`config.mk`:
```
export PLATFORM = sky130hd
export DESIGN_NAME = pingpong_route_ctrl
export DESIGN_NICKNAME = d
export VERILOG_FILES = /design/src/rtl/pingpong_route_ctrl.sv
export SDC_FILE = /design/constraint.sdc
export NUM_CORES = 1
export LEC_CHECK = 0
export ABC_AREA = 1
export CAP_MARGIN = 0
export CELL_PAD_IN_SITES_DETAIL_PLACEMENT = 1
export CELL_PAD_IN_SITES_GLOBAL_PLACEMENT = 2
export CORE_ASPECT_RATIO = 0.75
export CORE_MARGIN = 2
export CORE_UTILIZATION = 25
export DETAILED_ROUTE_END_ITERATION = 6
export GPL_TIMING_DRIVEN = 0
export PLACE_DENSITY_LB_ADDON = 0.1
export SLEW_MARGIN = 20
export SYNTH_ARGS = -nofsm -noshare
export SYNTH_HDL_FRONTEND = slang
export SYNTH_HIERARCHICAL = 1
export SYNTH_SLANG_ARGS = --single-unit
```
`constraint.sdc`:
```
create_clock -name clk -period 1.5 [get_ports clk]
set_input_delay 0.15 -clock clk [delete_from_list [all_inputs] [get_ports clk]]
set_output_delay 0.15 -clock clk [all_outputs]
set_load 0.005 [all_outputs]
```
`src/rtl/pingpong_route_ctrl.sv`:
```
// pingpong_route_ctrl: write-side scheduler that steers whole frames into a ping-pong buffer pair.
// Optional abort port is compiled in when PINGPONG_ABORT_EN is defined.

module demux_1to2 #(
  parameter int WIDTH = 16
) (
  input  logic [WIDTH-1:0] din,
  input  logic             sel,
  output logic [WIDTH-1:0] dout_0,
  output logic [WIDTH-1:0] dout_1
);

  always_comb begin
    dout_0 = sel ? '0 : din;
    dout_1 = sel ? din : '0;
  end

endmodule

module pingpong_route_ctrl #(
  parameter int WORD_SIZE   = 16,
  parameter int FRAME_WORDS = 784,
  parameter int ADDR_W      = $clog2(FRAME_WORDS)
) (
  input  logic                 clk,
  input  logic                 reset_n,
  input  logic                 in_valid,
  input  logic [WORD_SIZE-1:0] in_data,
  output logic                 in_ready,
  input  logic [1:0]           buf_release,
  output logic [WORD_SIZE-1:0] wr_data_0,
  output logic [WORD_SIZE-1:0] wr_data_1,
  output logic                 wr_en_0,
  output logic                 wr_en_1,
  output logic [ADDR_W-1:0]    wr_addr,
  output logic [1:0]           buf_full,
  output logic                 frame_done
`ifdef PINGPONG_ABORT_EN
  ,
  input  logic                 abort
`endif
);

  logic                 sel;
  logic                 sel_q;
  logic [ADDR_W-1:0]    cnt;
  logic [WORD_SIZE-1:0] data_q;
  logic                 accept;
  logic                 take;
  logic                 last;
  logic                 abort_i;
  logic [1:0]           set_mask;

`ifdef PINGPONG_ABORT_EN
  assign abort_i = abort;
`else
  assign abort_i = 1'b0;
`endif

  assign in_ready = ~buf_full[sel];
  assign accept   = in_valid & in_ready;
  // An abort swallows any word handshaken in the same cycle.
  assign take     = accept & ~abort_i;
  assign last     = (cnt == ADDR_W'(FRAME_WORDS - 1));
  assign set_mask = (take & last) ? (sel ? 2'b10 : 2'b01) : 2'b00;

  // A completing buffer was not full, so a same-cycle release to it cannot clear the new set.
  always_ff @(posedge clk or negedge reset_n) begin
    if (!reset_n) begin
      sel        <= 1'b0;
      sel_q      <= 1'b0;
      cnt        <= '0;
      data_q     <= '0;
      wr_addr    <= '0;
      wr_en_0    <= 1'b0;
      wr_en_1    <= 1'b0;
      frame_done <= 1'b0;
      buf_full   <= 2'b00;
    end else begin
      buf_full   <= (buf_full & ~buf_release) | set_mask;
      wr_en_0    <= take & ~sel;
      wr_en_1    <= take & sel;
      frame_done <= take & last;
      if (abort_i) begin
        cnt <= '0;
      end else if (take) begin
        data_q  <= in_data;
        sel_q   <= sel;
        wr_addr <= cnt;
        if (last) begin
          cnt <= '0;
          sel <= ~sel;
        end else begin
          cnt <= cnt + ADDR_W'(1);
        end
      end
    end
  end

  demux_1to2 #(
    .WIDTH(WORD_SIZE)
  ) u_demux (
    .din   (data_q),
    .sel   (sel_q),
    .dout_0(wr_data_0),
    .dout_1(wr_data_1)
  );

endmodule
```
# == Word level (Yosys, flattened, before mapping) ==
# Index checks and enable logic that the tools add are counted.
# op_classes
n_div,0
n_mul,0
magnitude_cmp,1
muxes,7
reduce_logical,1
n_shift,0
bitwise_logic,9
n_eq_ne,1
addsub,1
# ops
cell,n
$mux W16,2
$add A10 B1 Y10 const B,1
$eq A10 B10 Y1 const B,1
$mux W10,1
$and A1 B1 Y1,4
$mux W2,2
$and A2 B2 Y2,1
$lt A1 B2 Y1 const B,1
$mux W1,2
$not A1 Y1,2
$not A2 Y2,1
$or A2 B2 Y2,1
$reduce_and A2 Y1,1
# word_totals
memories,0
ram_bits,0
latchBits,0
romBits,0
regBits,43
in_bits,21

# == Logic depth before layout (Yosys ltp) ==
# depth
depth_word,7
depth_mapped,8

# == Cells and area by module ==
# The synthesis kept the hierarchy.
# modules_own_cells
mod,cells_per_inst,n_inst,area_per_inst_um2,seq_area_each_um2
pingpong_route_ctrl,208,1,1811.7,1076.0
demux_1to2,67,1,270.3,0.0

# == Worst setup path after synthesis ==
# OpenSTA, ideal clock, no wires.
# synth_path
path_type,register to register
from,register sel
to,register cnt[8]
required_ns,1.382
stages_incl_launch_ff,7
setup_slack_ns,0.342
arrival_ns,1.040
path_cell_list,dfrtp_1 -> nand2_1 -> nand3_1 -> buf_4 -> buf_4 -> nand2_1 -> nand2_1
# synth_between
elab_chain_cells,4
# synth_rtl
element,line,text
start: declaration,44,logic sel;
start signal: assignment,92,sel <= ~sel;
$mux W1 (not written as such) (2 in series),60,assign in_ready = ~buf_full[sel];
$not A1 Y1,60,
$and A1 B1 Y1,61,assign accept = in_valid & in_ready;
end signal: assignment,94,cnt <= cnt + ADDR_W'(1);
end: declaration,46,logic [ADDR_W-1:0] cnt;
# No other way between the ends. The select of a mux whose other input is x is not followed.
# A chain may end at the register's enable or synchronous reset.

# == Final worst setup path ==
# layout_path
from,register sel_q
to,output port wr_data_0[13]
# layout_between
elab_chain_cells,1
# layout_rtl
element,line,text
start: declaration,45,logic sel_q;
start signal: assignment,88,sel_q <= sel;
$mux W16,14,dout_0 = sel ? '0 : din;
end: declaration,31,"output logic [WORD_SIZE-1:0] wr_data_0,"
# No other way between the ends.

==> impl_metrics.env <==
export IMPL_ys_seq_area_share_pct=51.7
export IMPL_fin_nets=384
export IMPL_drt_initial_drc_count=72
export IMPL_maxSlewViolCount=0
export IMPL_synth_top_cell_by_area="dfrtp_1"
export IMPL_place_hpwl_um=4240
export IMPL_track_usage_pct=13.9
export IMPL_wl_um=5890
export IMPL_p_leak_nw=1.81
export IMPL_reg2reg_to="cnt[8]$_DFFE_PN0N_"
export IMPL_met2WireLength_um=2470
export IMPL_synth_edf_count=0
export IMPL_power_density_nw_per_um2=997
export IMPL_io_pins=69
export IMPL_fin_crit_sh_pct=100
export IMPL_cp_startpoint="sel_q$_DFFE_PN0N_"
export IMPL_antenna_found_initial=0
export IMPL_ys_async_sr_fraction_pct=100
export IMPL_fin_ws_ns=-0.00407
export IMPL_synthFlopType="dfrtp_1"
export IMPL_cp_arrival_ns=1.35
export IMPL_cp_max_fo=9
export IMPL_final_antenna_net_count=0
export IMPL_synth_common_cells="107 x nand2_1, 48 x inv_1, 43 x dfrtp_1"
export IMPL_numCtsBuffers=5
export IMPL_cts_tree="done"
export IMPL_clkTransAtPathRegs_ns=0.08
export IMPL_cap_violations=0
export IMPL_fin_cells=466
export IMPL_die_h_um=83.0
export IMPL_clkSinkCount=43
export IMPL_syn_area_per_cell_um2=7.57
export IMPL_yosysMostFrequentCell="nand2_1"
export IMPL_grt_max_degree=30
export IMPL_violations="negative setup slack"
export IMPL_area_growth_pct=46.6
export IMPL_rsz0062_at_grt="true"
export IMPL_clockBufferDepth=2
export IMPL_viasPerCell=4.13
export IMPL_tightest_slew_ns=0.386
export IMPL_die_w_um=109
export IMPL_netlist_top_cells_area="dfrtp_1 52%, nand2_1 19%, inv_1 8.7%"
export IMPL_synth_seq_cells=43
export IMPL_h_tree_depth=2
export IMPL_maxSlewHeadroom_pct=74.3
export IMPL_required_ns=1.35
export IMPL_synthCells=275
export IMPL_hold_viol=0
export IMPL_first_pass_iters=4
export IMPL_dp_cells=449
export IMPL_wl_met1_um=3060
export IMPL_synth_top_area_share_pct=51.7
export IMPL_port_buffers=68
export IMPL_r2r_start="cnt[0]$_DFFE_PN0N_"
export IMPL_dp_slack_ns=0.00890
export IMPL_path_class="flop to output port"
export IMPL_drive_gt1_share_pct=17.7
export IMPL_wl_met3_um=306
export IMPL_syn_nets=297
export IMPL_hp_class="input pin to asynchronous set/reset pin"
export IMPL_yosysUniqueCellTypes=22
export IMPL_syn_cell_area_um2=2080
export IMPL_cts_root_buffer_cell="clkbuf_8"
export IMPL_endpoint_kind="output port"
export IMPL_r2r_slack_ns=0.18
export IMPL_clock_fmax_mhz=665
export IMPL_gp_congestion=0.753
export IMPL_worstSkewPairLatency_ns=0.29
export IMPL_status="finished, violations left"
export IMPL_grt_pass1_wl_um=9890
export IMPL_yosysWarningCount=6
export IMPL_period_minus_slack_ns=1.50
export IMPL_fp_dieArea_um2=9080
export IMPL_endpoint="wr_data_0[13]"
export IMPL_wl_per_cell_um=12.6
export IMPL_row_count=28
export IMPL_totalPowerFinal_mw=3.04
export IMPL_grt_overflow_total=0
export IMPL_routed_top_layer="met4"
export IMPL_grt_pass1_vias=1971
export IMPL_irDropWorstVdd_v=0.000354
export IMPL_n_antenna_cell=0
export IMPL_startpoint_type="flop"
export IMPL_start_util_pct=26.1
export IMPL_clock_skew_ns=0.00288
export IMPL_coreArea_um2=7990
export IMPL_reg2reg_depth=6
export IMPL_nFillCells=1010
export IMPL_drc=0
export IMPL_vias=1924
export IMPL_setup_violations=4
## repair_timing
action / 4_1_cts / 5_1_grt
setup buffers: 5 / 5
gates resized for setup: 53 / 53
endpoints found under the setup margin: 34 / 27
endpoints found under the hold margin: 14 / 0
hold buffers: 1 / 0
pin swaps: 0 / 3
## flip-flops by register name, indices dropped and copies added, names as in the netlist
register	flops
data_q	16
cnt	10
wr_addr	10
buf_full	2
frame_done	1
sel	1
sel_q	1
wr_en_0	1
wr_en_1	1
## cell usage in the layout, fill, tap and decap left out
master and count:
a21oi_1 3, buf_12 2, buf_2 14, buf_4 9, buf_6 4, buf_8 2, clkbuf_1 1, clkbuf_2 10
clkbuf_8 5, clkdlybuf4s50_1 34, dfrtp_1 42, dfrtp_2 1, dlygate4sd2_1 9, dlygate4sd3_1 1, dlymetal6s2s_1 5, ha_1 1
inv_1 47, inv_2 3, nand2_1 106, nand2_2 3, nand2_4 1, nand3_1 12, nand3_2 1, nand4_1 1
nor2_1 19, nor2_2 3, nor2_4 4, nor2_8 1, nor3_1 2, nor3_2 1, o21ai_0 8, o21ai_1 3
xnor2_1 1, xor2_1 2
## final cells by class
type / count / area, um^2 / area share, %
Timing Repair Buffer: 80 / 707 / 23.2
Buffer: 10 / 87.6 / 2.87
Tap cell: 105 / 131 / 4.31
Clock buffer: 6 / 72.6 / 2.38
Sequential cell: 43 / 1080 / 35.3
Inverter: 50 / 188 / 6.15
Multi-Input combinational cell: 172 / 788 / 25.8
## critical path, cell delays in order, from the launching register on
cell     delay, ns
dfrtp_2       0.46
buf_6         0.13
buf_6         0.11
buf_12        0.14
nor2_2        0.10
buf_2         0.12
## how the worst min path moves through the flow
stage / depth (start not counted) / slack (ns) / start / to
final: 2 / 0.30 / reset_n / frame_done$_DFF_PN0_
after global routing: 2 / 0.35 / reset_n / frame_done$_DFF_PN0_
after CTS: 2 / 0.30 / reset_n / frame_done$_DFF_PN0_
after detailed placement: 1 / 0.1 / reset_n / frame_done$_DFF_PN0_
after global placement: 2 / 0.46 / wr_addr[7]$_DFFE_PN0N_ / wr_addr[7]$_DFFE_PN0N_
after floorplan: 0 / -0.15 / reset_n / buf_full[0]$_DFF_PN0_
## power breakdown
part / internal [mW] / leakage [nW] / switching (mW) / total, mW
sequential: 1.38 / 0.520 / 0.205 / 1.58
clock: 0.311 / 0.0371 / 0.376 / 0.687
combinational: 0.394 / 1.25 / 0.382 / 0.775
## cell families (layout without fill, tap and decap cells)
| logic type | Yosys count | count (layout) | share of synthesized area [%] |
|---|---|---|---|
| compound gates | 14 | 14 | 3.37 |
| xor+xnor | 3 | 3 | 1.26 |
| fa+ha+maj | 1 | 1 | 0.601 |
| buf+inv | 60 | 146 | 12.6 |
| flops | 43 | 43 | 51.7 |
| simple gates | 154 | 154 | 30.5 |
## routing by layer
| layer | vias up | track usage, % |
|---|---|---|
| met5 | - | 0 |
| met4 | 0 | 3.45 |
| met3 | 7 | 3.30 |
| met2 | 43 | 20.4 |
| met1 | 893 | 20.4 |
| li1 | 981 | - |
## per-stage QoR
stage	area, um^2	hold slack, ns	utilization [%]	setup TNS (ns)
after floorplan	2080	-0.146	-	0
after global placement	2890	0.465	36.2	-45.93
after detailed placement	2910	0.0995	36.4	0
after CTS	3020	0.303	37.8	-0.959
after global routing	3050	0.354	38.2	-0.606
final	3050	0.305	38.2	-0.0112
(Power assumes the default switching activity.)
